## config.mk

```make
export PLATFORM = sky130hd
export DESIGN_NAME = alu_op_sequencer_flat
export DESIGN_NICKNAME = d
export VERILOG_FILES = /design/src/rtl/alu_pkg.sv /design/src/rtl/alu_op_sequencer_if.sv /design/src/rtl/regfile_2r1w.sv /design/src/rtl/alu_op_sequencer.sv /design/src/flat_wrapper.sv
export SDC_FILE = /design/constraint.sdc
export NUM_CORES = 1
export LEC_CHECK = 0
export CAP_MARGIN = 20
export CORE_ASPECT_RATIO = 1.5
export CORE_UTILIZATION = 49
export CTS_CLUSTER_SIZE = 10
export DETAILED_ROUTE_END_ITERATION = 8
export PLACE_DENSITY = 0.7
export SETUP_SLACK_MARGIN = 0.3
export SLEW_MARGIN = 0
export SYNTH_ARGS = -nofsm -noshare
export SYNTH_HDL_FRONTEND = slang
export SYNTH_HIERARCHICAL = 1
export SYNTH_SLANG_ARGS = --single-unit
```

## constraint.sdc

```tcl
create_clock -name clk -period 6.9 [get_ports clk]
set_input_delay 1.38 -clock clk [delete_from_list [all_inputs] [get_ports clk]]
set_output_delay 1.38 -clock clk [all_outputs]
set_load 0.02 [all_outputs]
```

## src/rtl/alu_pkg.sv

```systemverilog
// Shared definitions for the ALU operand sequencer: function codes,
// carry-update mask, default data width and sequencer state encoding.
package alu_pkg;

    localparam int DW_DEFAULT = 32;

    typedef enum logic [2:0] {
        ADD  = 3'd0,
        SUB  = 3'd1,
        AND  = 3'd2,
        OR   = 3'd3,
        XOR  = 3'd4,
        NOT  = 3'd5,
        SHR  = 3'd6,
        PASS = 3'd7
    } alu_func_t;

    // Bit f set: the ALU drives a meaningful crOut for function f.
    localparam logic [7:0] FUNC_UPDATES_CR = 8'b0100_0011;

    typedef enum logic [1:0] {
        S_IDLE = 2'd0,
        S_READ = 2'd1,
        S_EXEC = 2'd2,
        S_RESP = 2'd3
    } seq_state_t;

    function automatic logic func_updates_cr(input logic [2:0] f);
        return FUNC_UPDATES_CR[f];
    endfunction

endpackage

```

## src/rtl/alu_op_sequencer_if.sv

```systemverilog
// Host command/response, host register write and ALU operand bus of the
// sequencer. Optional z_flag/rsp_z signals exist only with ZERO_FLAG_EN.
interface alu_op_sequencer_if #(
    parameter int DW = 32,
    parameter int AW = 3
);
    logic          host_wr_en;
    logic [AW-1:0] host_wr_addr;
    logic [DW-1:0] host_wr_data;

    logic          cmd_valid;
    logic          cmd_ready;
    logic [2:0]    cmd_func;
    logic [AW-1:0] cmd_dst;
    logic [AW-1:0] cmd_srca;
    logic [AW-1:0] cmd_srcb;
    logic          cmd_use_cr;

    logic          rsp_valid;
    logic          rsp_ready;
    logic [DW-1:0] rsp_data;
    logic          rsp_cr;
    logic          cr_flag;

    logic [DW-1:0] alu_left;
    logic [DW-1:0] alu_right;
    logic [2:0]    alu_func;
    logic          alu_cr_in;
    logic [DW-1:0] alu_result;
    logic          alu_cr_out;

`ifdef ZERO_FLAG_EN
    logic          z_flag;
    logic          rsp_z;
`endif

    // Sequencer side
    modport master (
        input  host_wr_en, host_wr_addr, host_wr_data,
        input  cmd_valid, cmd_func, cmd_dst, cmd_srca, cmd_srcb, cmd_use_cr,
        input  rsp_ready, alu_result, alu_cr_out,
        output cmd_ready, rsp_valid, rsp_data, rsp_cr, cr_flag,
        output alu_left, alu_right, alu_func, alu_cr_in
`ifdef ZERO_FLAG_EN
        , output z_flag, rsp_z
`endif
    );

    // Host / ALU side
    modport slave (
        output host_wr_en, host_wr_addr, host_wr_data,
        output cmd_valid, cmd_func, cmd_dst, cmd_srca, cmd_srcb, cmd_use_cr,
        output rsp_ready, alu_result, alu_cr_out,
        input  cmd_ready, rsp_valid, rsp_data, rsp_cr, cr_flag,
        input  alu_left, alu_right, alu_func, alu_cr_in
`ifdef ZERO_FLAG_EN
        , input z_flag, rsp_z
`endif
    );

endinterface

```

## src/rtl/regfile_2r1w.sv

```systemverilog
// NREGS x DW register file: two combinational read ports, one write port,
// asynchronous clear of all entries.
module regfile_2r1w #(
    parameter  int DW    = 32,
    parameter  int NREGS = 8,
    localparam int AW    = $clog2(NREGS)
) (
    input  logic          clk,
    input  logic          rst_n,
    input  logic          we,
    input  logic [AW-1:0] waddr,
    input  logic [DW-1:0] wdata,
    input  logic [AW-1:0] raddr_a,
    output logic [DW-1:0] rdata_a,
    input  logic [AW-1:0] raddr_b,
    output logic [DW-1:0] rdata_b
);

    logic [NREGS-1:0][DW-1:0] mem;

    // Single write port; whole array cleared on reset.
    always_ff @(posedge clk or negedge rst_n) begin
        if (!rst_n) mem <= '0;
        else if (we) mem[waddr] <= wdata;
    end

    assign rdata_a = mem[raddr_a];
    assign rdata_b = mem[raddr_b];

endmodule

```

## src/rtl/alu_op_sequencer.sv

```systemverilog
// Drives an external combinational ALU: accepts one command, reads two
// operands from the local register file, registers them onto the ALU bus,
// writes the ALU result back and returns it on a response handshake.
// ZERO_FLAG_EN adds a zero flag (z_flag) and its response copy (rsp_z).
module alu_op_sequencer
    import alu_pkg::*;
#(
    parameter  int DW    = DW_DEFAULT,
    parameter  int NREGS = 8,
    localparam int AW    = $clog2(NREGS)
) (
    input  logic               clk,
    input  logic               rst_n,
    alu_op_sequencer_if.master bus
);

    seq_state_t    state, state_nx;

    logic [2:0]    func_q;
    logic [AW-1:0] dst_q, srca_q, srcb_q;
    logic          use_cr_q;

    logic          cmd_rdy;
    logic          wr_en;
    logic [AW-1:0] wr_addr;
    logic [DW-1:0] wr_data;
    logic [DW-1:0] rd_a, rd_b;

    logic [DW-1:0] alu_left_q, alu_right_q, rsp_data_q;
    logic [2:0]    alu_func_q;
    logic          alu_cr_in_q, rsp_valid_q, rsp_cr_q, cr_q;

    regfile_2r1w #(.DW(DW), .NREGS(NREGS)) u_rf (
        .clk     (clk),
        .rst_n   (rst_n),
        .we      (wr_en),
        .waddr   (wr_addr),
        .wdata   (wr_data),
        .raddr_a (srca_q),
        .rdata_a (rd_a),
        .raddr_b (srcb_q),
        .rdata_b (rd_b)
    );

    // State register.
    always_ff @(posedge clk or negedge rst_n) begin
        if (!rst_n) state <= S_IDLE;
        else        state <= state_nx;
    end

    // Next state, command ready and write-port mux (host in IDLE, write-back in EXEC).
    always_comb begin
        state_nx = state;
        cmd_rdy  = 1'b0;
        wr_en    = 1'b0;
        wr_addr  = bus.host_wr_addr;
        wr_data  = bus.host_wr_data;
        case (state)
            S_IDLE: begin
                cmd_rdy = 1'b1;
                wr_en   = bus.host_wr_en;
                if (bus.cmd_valid) state_nx = S_READ;
            end
            S_READ: state_nx = S_EXEC;
            S_EXEC: begin
                wr_en    = 1'b1;
                wr_addr  = dst_q;
                wr_data  = bus.alu_result;
                state_nx = S_RESP;
            end
            S_RESP: if (bus.rsp_ready) state_nx = S_IDLE;
            default: state_nx = S_IDLE;
        endcase
    end

    // Command latch, ALU operand registers, carry flag and response registers.
    always_ff @(posedge clk or negedge rst_n) begin
        if (!rst_n) begin
            func_q      <= '0;
            dst_q       <= '0;
            srca_q      <= '0;
            srcb_q      <= '0;
            use_cr_q    <= 1'b0;
            alu_left_q  <= '0;
            alu_right_q <= '0;
            alu_func_q  <= '0;
            alu_cr_in_q <= 1'b0;
            rsp_valid_q <= 1'b0;
            rsp_data_q  <= '0;
            rsp_cr_q    <= 1'b0;
            cr_q        <= 1'b0;
        end else begin
            case (state)
                S_IDLE: if (bus.cmd_valid) begin
                    func_q   <= bus.cmd_func;
                    dst_q    <= bus.cmd_dst;
                    srca_q   <= bus.cmd_srca;
                    srcb_q   <= bus.cmd_srcb;
                    use_cr_q <= bus.cmd_use_cr;
                end
                S_READ: begin
                    alu_left_q  <= rd_a;
                    alu_right_q <= rd_b;
                    alu_func_q  <= func_q;
                    alu_cr_in_q <= use_cr_q & cr_q;
                end
                S_EXEC: begin
                    rsp_data_q  <= bus.alu_result;
                    rsp_valid_q <= 1'b1;
                    // crOut is only meaningful for ADD/SUB/SHR.
                    if (func_updates_cr(func_q)) begin
                        cr_q     <= bus.alu_cr_out;
                        rsp_cr_q <= bus.alu_cr_out;
                    end else begin
                        rsp_cr_q <= cr_q;
                    end
                end
                S_RESP: if (bus.rsp_ready) rsp_valid_q <= 1'b0;
                default: ;
            endcase
        end
    end

`ifdef ZERO_FLAG_EN
    logic z_q;

    // Zero flag follows every result regardless of function.
    always_ff @(posedge clk or negedge rst_n) begin
        if (!rst_n)               z_q <= 1'b0;
        else if (state == S_EXEC) z_q <= (bus.alu_result == '0);
    end

    assign bus.z_flag = z_q;
    assign bus.rsp_z  = (state == S_RESP) ? z_q : 1'b0;
`endif

    assign bus.cmd_ready = cmd_rdy;
    assign bus.rsp_valid = rsp_valid_q;
    assign bus.rsp_data  = rsp_data_q;
    assign bus.rsp_cr    = rsp_cr_q;
    assign bus.cr_flag   = cr_q;
    assign bus.alu_left  = alu_left_q;
    assign bus.alu_right = alu_right_q;
    assign bus.alu_func  = alu_func_q;
    assign bus.alu_cr_in = alu_cr_in_q;

endmodule
```

## src/flat_wrapper.sv

```systemverilog
// flat-port wrapper written by rule: the top's interface ports become plain ports
module alu_op_sequencer_flat import alu_pkg::*;
#(
    parameter  int DW    = DW_DEFAULT,
    parameter  int NREGS = 8,
    localparam int AW    = $clog2(NREGS)
)
  (clk, rst_n, bus_host_wr_en, bus_host_wr_addr, bus_host_wr_data, bus_cmd_valid, bus_cmd_func, bus_cmd_dst, bus_cmd_srca, bus_cmd_srcb, bus_cmd_use_cr, bus_rsp_ready, bus_alu_result, bus_alu_cr_out, bus_cmd_ready, bus_rsp_valid, bus_rsp_data, bus_rsp_cr, bus_cr_flag, bus_alu_left, bus_alu_right, bus_alu_func, bus_alu_cr_in);
  alu_op_sequencer_if #(.DW(DW)) bus_i ();
  input  logic clk;
  input  logic rst_n;
  input wire logic [$bits(bus_i.host_wr_en)-1:0] bus_host_wr_en;
  input wire logic [$bits(bus_i.host_wr_addr)-1:0] bus_host_wr_addr;
  input wire logic [$bits(bus_i.host_wr_data)-1:0] bus_host_wr_data;
  input wire logic [$bits(bus_i.cmd_valid)-1:0] bus_cmd_valid;
  input wire logic [$bits(bus_i.cmd_func)-1:0] bus_cmd_func;
  input wire logic [$bits(bus_i.cmd_dst)-1:0] bus_cmd_dst;
  input wire logic [$bits(bus_i.cmd_srca)-1:0] bus_cmd_srca;
  input wire logic [$bits(bus_i.cmd_srcb)-1:0] bus_cmd_srcb;
  input wire logic [$bits(bus_i.cmd_use_cr)-1:0] bus_cmd_use_cr;
  input wire logic [$bits(bus_i.rsp_ready)-1:0] bus_rsp_ready;
  input wire logic [$bits(bus_i.alu_result)-1:0] bus_alu_result;
  input wire logic [$bits(bus_i.alu_cr_out)-1:0] bus_alu_cr_out;
  output wire logic [$bits(bus_i.cmd_ready)-1:0] bus_cmd_ready;
  output wire logic [$bits(bus_i.rsp_valid)-1:0] bus_rsp_valid;
  output wire logic [$bits(bus_i.rsp_data)-1:0] bus_rsp_data;
  output wire logic [$bits(bus_i.rsp_cr)-1:0] bus_rsp_cr;
  output wire logic [$bits(bus_i.cr_flag)-1:0] bus_cr_flag;
  output wire logic [$bits(bus_i.alu_left)-1:0] bus_alu_left;
  output wire logic [$bits(bus_i.alu_right)-1:0] bus_alu_right;
  output wire logic [$bits(bus_i.alu_func)-1:0] bus_alu_func;
  output wire logic [$bits(bus_i.alu_cr_in)-1:0] bus_alu_cr_in;
  assign bus_i.host_wr_en = bus_host_wr_en;
  assign bus_i.host_wr_addr = bus_host_wr_addr;
  assign bus_i.host_wr_data = bus_host_wr_data;
  assign bus_i.cmd_valid = bus_cmd_valid;
  assign bus_i.cmd_func = bus_cmd_func;
  assign bus_i.cmd_dst = bus_cmd_dst;
  assign bus_i.cmd_srca = bus_cmd_srca;
  assign bus_i.cmd_srcb = bus_cmd_srcb;
  assign bus_i.cmd_use_cr = bus_cmd_use_cr;
  assign bus_i.rsp_ready = bus_rsp_ready;
  assign bus_i.alu_result = bus_alu_result;
  assign bus_i.alu_cr_out = bus_alu_cr_out;
  assign bus_cmd_ready = bus_i.cmd_ready;
  assign bus_rsp_valid = bus_i.rsp_valid;
  assign bus_rsp_data = bus_i.rsp_data;
  assign bus_rsp_cr = bus_i.rsp_cr;
  assign bus_cr_flag = bus_i.cr_flag;
  assign bus_alu_left = bus_i.alu_left;
  assign bus_alu_right = bus_i.alu_right;
  assign bus_alu_func = bus_i.alu_func;
  assign bus_alu_cr_in = bus_i.alu_cr_in;
  alu_op_sequencer #(.DW(DW), .NREGS(NREGS)) u_core (.clk(clk), .rst_n(rst_n), .bus(bus_i));
endmodule
```

==> run summary <==
The CTS buffer count came out at 43. The count of fill cells added during filler insertion is 2891. The headroom to the max-slew limit is between 20% and 30%. In this run the worst setup path terminates at u_core/u_rf/mem[95]$_DFFE_PN0P_. The total count of hold-check failures in the final report is 0.

The area of the die came out at 38860 sq um. In this run the remaining antenna-violating nets after routing total 0. The detailed-route vias per instance is 5.998. The final instance area is 22060 sq um. The count of routing violations after the opening detailed-route iteration came out at 453.

The floorplan has 87 rows. The clock network latency to the later pin of the worst-skew pair is 0.54 ns. The fmax is 0.2510 GHz.

Global routing consumed, over all layers together, 22.34% of the routing resources. The number of enable-type register cells in the synthesized netlist is 0. The net count reported at finish came out at 1351. The net count after synthesis is around 1200. Clock tree synthesis found a total of 373 sinks. By instance count, the cell type seen most on the critical path is buf_4.

The worst clock skew is between 0.009 and 0.01 ns. The element type at the critical path start is a flip-flop. The signal on the critical path passes through inv_1 > ha_2 > buf_4 > a21oi_1 > nor2_1 > nor4bb_4 > buf_4 > mux2_2. Synthesis produced 1091 cells. The residual DRC count is 0. In this run the standard cell core region covers 37550 sq um.

The root buffer cell chosen for the clock tree is clkbuf_16. The time the final worst path needs with I/O delays and setup came out at 3.985 ns. The post-synthesis average cell area came out at 17.09 sq um. The count of inserted antenna diode cells is 0. In this run, synthesis produced a sequential element count of approximately 370.

STA classifies the critical path endpoint as a flip-flop. The number of search-and-repair iterations in the first detailed-routing pass came out at 4. The starting utilization of the core area is between 40% and 50%. For this design the ratio of total power to cell area is 518.4 nW/um^2.

The H-tree level count came out at 2. For the pin with the worst max-slew slack, the measured transition is 1.060 ns. Setup violations remaining at the end of the flow were counted as 0. The portion of the post-synthesis area used by sequential elements is between 50% and 60%. Setup repair after global routing left no endpoint under its margin. IR analysis of the VDD net gives a maximum drop of about 0.33 mV. The fraction of final layout cells sized beyond drive strength 1 came out at a little under half. Across the whole layout, storage elements account for ~9400 sq um. The buffering stage count on the worst path with inverters included came out at 3.

The register clock-pin slew on the reported worst setup and hold paths is 0.05 ns. In the final layout, the multi-input gates occupy 8806 sq um. Detailed placement finished with a half-perimeter wire length of 25.09 mm.

The share of the core filled with cells in the final layout is 58.75%. The worst hold margin is 0.5022 ns. The cell leakage power came out at about 9.5 nW. Relative to the synthesized area, the layout overhead comes to 18.31%. The area of the mapped netlist is 18650 sq um.

The width of the die is around 160 um. In the post-synthesis netlist, the biggest area contributors are dfrtp_1 (50%), mux2_2 (27%), mux4_1 (11%), mux4_2 (5.8%), buf_6 (1.0%). The primary flip-flop cell chosen by synthesis mapping is dfrtp_1.

Tracing the worst setup path back leads to its startpoint at u_core/state[0]$_DFFE_PN0P_. The placer congestion estimate came out at just over 0.7. For this design, the slowest cell found on the critical path is nor4bb_4.

Entering global routing, the biggest net connects 126 pins. On the critical path the largest part of the delay comes from simple AND/OR/NAND/NOR gates. In this run the worst hold path is classified as reg -> reg. Of the available clock period, the critical path in the final layout requires 57.75%. The final number of max-transition violations is 0. The flow ran to the end, and the final reports show no timing, DRC or antenna violations. The proportion of synthesized flip-flops having asynchronous set or reset came out at 100.0%. The leftover overflow at the end of global routing is 0. The total of hold buffers inserted after clock tree synthesis is 0. The biggest area consumer among synthesized cells is dfrtp_1. The maximum buffer depth of the clock tree came out at 3. The top-level I/O count is 190.

The post-synthesis cell type count is 29. The cell area after placement is ~21000 sq um. The endpoint required time on the critical path is 7.31 ns. The arrival time at the worst endpoint came out at about 4.4 ns. Max-cap violations in this run came to 0.

TritonCTS built the clock tree. The register-to-register setup slack is slightly below 3 ns. The number of warning messages in the yosys log is 6. The setup fix buffers added after clock tree synthesis came out at 0.

The worst register-to-register path begins at u_core/state[0]$_DFFE_PN0P_. The number of vias after detailed routing came out at roughly 11000. The number of global-route vias before repair is 11360.

The detailed-route wire length is 42.09 mm. In this run the biggest area consumer among cell types represents 50.05% of the synthesized area. In this design, the stage delay of the slowest critical-path cell is roughly 0.86 ns. The highest net fanout along the worst path came out at 29. The final-layout setup total negative slack is 0 ns. The floorplan step set the die height to between 200 and 250 um. The count of cells resized by post-cts repair is 0. In this run the number of cells on the critical path is 8. Port buffering added 189 buffers. The classification of the worst setup path is reg -> reg.

For the worst flop-to-flop path, the logic depth is 8. The wire length of the first global-routing pass is 66.14 mm. The number of antenna violations at the first check in global routing came out at 0. The end of the worst register-to-register path is u_core/u_rf/mem[95]$_DFFE_PN0P_.

In the final routed layout, each cell accounts on average for approximately 24 um.
-- per-layer routing --
metal / track usage (%) / wire (um) / vias to the layer above
li1: - / - / 4573
met2: 39.54 / 22460 / 203
met5: 0 / 0 / -
met4: 6.518 / 892 / 0
met1: 28.74 / 17400 / 5692
met3: 2.870 / 1348 / 64
-- area by class of cell --
| type | count | area share (%) |
|---|---|---|
| clock inverter | 1 | 0.02268 |
| clock buffer | 52 | 5.268 |
| timing repair buffer | 208 | 9.538 |
| inverter | 6 | 0.1021 |
| multi-input combinational | 627 | 39.91 |
| tap | 489 | 2.773 |
| sequential | 373 | 42.38 |
-- per-stage QoR --
step | instances | total power, mW | worst slack (ns)
6_report | 1756 | 11.44 | 2.915
5_1_grt | 1756 | 12.07 | 2.789
3_3_place_gp | 1700 | 9.327 | 2.759
2_1_floorplan | 1091 | 7.830 | 4.066
3_5_place_dp | 1700 | 9.483 | 2.667
4_1_cts | 1753 | 11.54 | 2.838
-- synth_stat cells (3+ instances only) --
master and n:
buf_4 14, mux2_1 9, buf_6 17, mux2_4 9
nor4bb_1 3, dfrtp_1 373, nor2_1 3, buf_2 36
mux4_1 80, mux4_2 48, ha_1 6, nand4b_1 3
inv_1 6, mux2_2 450, buf_1 12, clkbuf_2 4
-- power by group --
| part | leakage, nW | switching, mW | internal, mW | total, mW |
|---|---|---|---|---|
| registers | 4.62 | 0.978 | 3.27 | 4.25 |
| clock network | 0.573 | 0.831 | 1.16 | 1.99 |
| logic | 4.31 | 1.97 | 3.23 | 5.20 |
| total | 9.50 | 3.78 | 7.66 | 11.4 |
-- sequential cells by signal, indices dropped and copies added (netlist names), 32 cells and up --
name                  cells
u_core/bus.alu_right     32
u_core/bus.alu_left      32
u_core/u_rf/mem         256
u_core/bus.rsp_data      32
-- logic make-up (layout without fill, tap and decap cells) --
family	Yosys count	count (layout)	share of synthesized area (%)
mux	596	596	45.51
simple gates	17	17	0.6911
compound gates	8	8	0.2818
buf+inv	91	267	3.066
fa+ha+maj	6	6	0.4025
flops	373	373	50.05
-- worst reg2reg max path, stage by stage, from the launching register on --
cell	delay [ns]
dfrtp_1	0.45
inv_1	0.16
ha_2	0.40
buf_4	0.50
a21oi_1	0.08
nor2_1	0.42
nor4bb_4	0.86
buf_4	0.56
mux2_2	0.43
-- cells in the final DEF (no fill, tap or decap) --
master,netlist,layout
nor2b_1,2,2
clkinv_2,0,1
o32a_1,1,1
buf_8,0,1
mux2_1,9,9
nand3_1,1,1
clkbuf_1,2,6
nand4b_1,3,3
ha_2,0,2
inv_1,6,6
clkbuf_8,0,1
ha_1,6,3
mux4_1,80,80
nand2b_1,1,1
dfrtp_1,373,367
buf_4,14,15
o2bb2ai_1,1,1
nand2_1,2,2
nor4b_4,1,1
clkdlybuf4s50_1,0,188
o211ai_1,1,1
o22ai_1,1,1
buf_12,0,2
nor4bb_4,0,3
o21ai_0,2,2
dfrtp_4,0,4
nand4_1,1,1
nor2_1,3,3
mux2_2,450,450
clkbuf_16,0,45
mux2_4,9,9
dfrtp_2,0,2
buf_16,0,2
mux4_2,48,48
ha_4,0,1
a21oi_1,2,2
-- worst min path at each step --
stage,start,end,slack (ns),depth (start not counted)
after floorplan,u_core/u_rf/mem[142]$_DFFE_PN0P_,u_core/u_rf/mem[142]$_DFFE_PN0P_,0.46,1
after global placement,u_core/u_rf/mem[18]$_DFFE_PN0P_,u_core/u_rf/mem[18]$_DFFE_PN0P_,0.48,1
after detailed placement,u_core/dst_q[2]$_DFFE_PN0P_,u_core/dst_q[2]$_DFFE_PN0P_,0.49,1
after CTS,u_core/dst_q[2]$_DFFE_PN0P_,u_core/dst_q[2]$_DFFE_PN0P_,0.50,1
after global routing,u_core/bus.alu_right[23]$_DFFE_PN0N_,u_core/bus.alu_right[23]$_DFFE_PN0N_,0.52,1
final,u_core/bus.rsp_data[10]$_DFFE_PN0N_,u_core/bus.rsp_data[10]$_DFFE_PN0N_,0.50,1
Power figures use the tool's default switching activity.
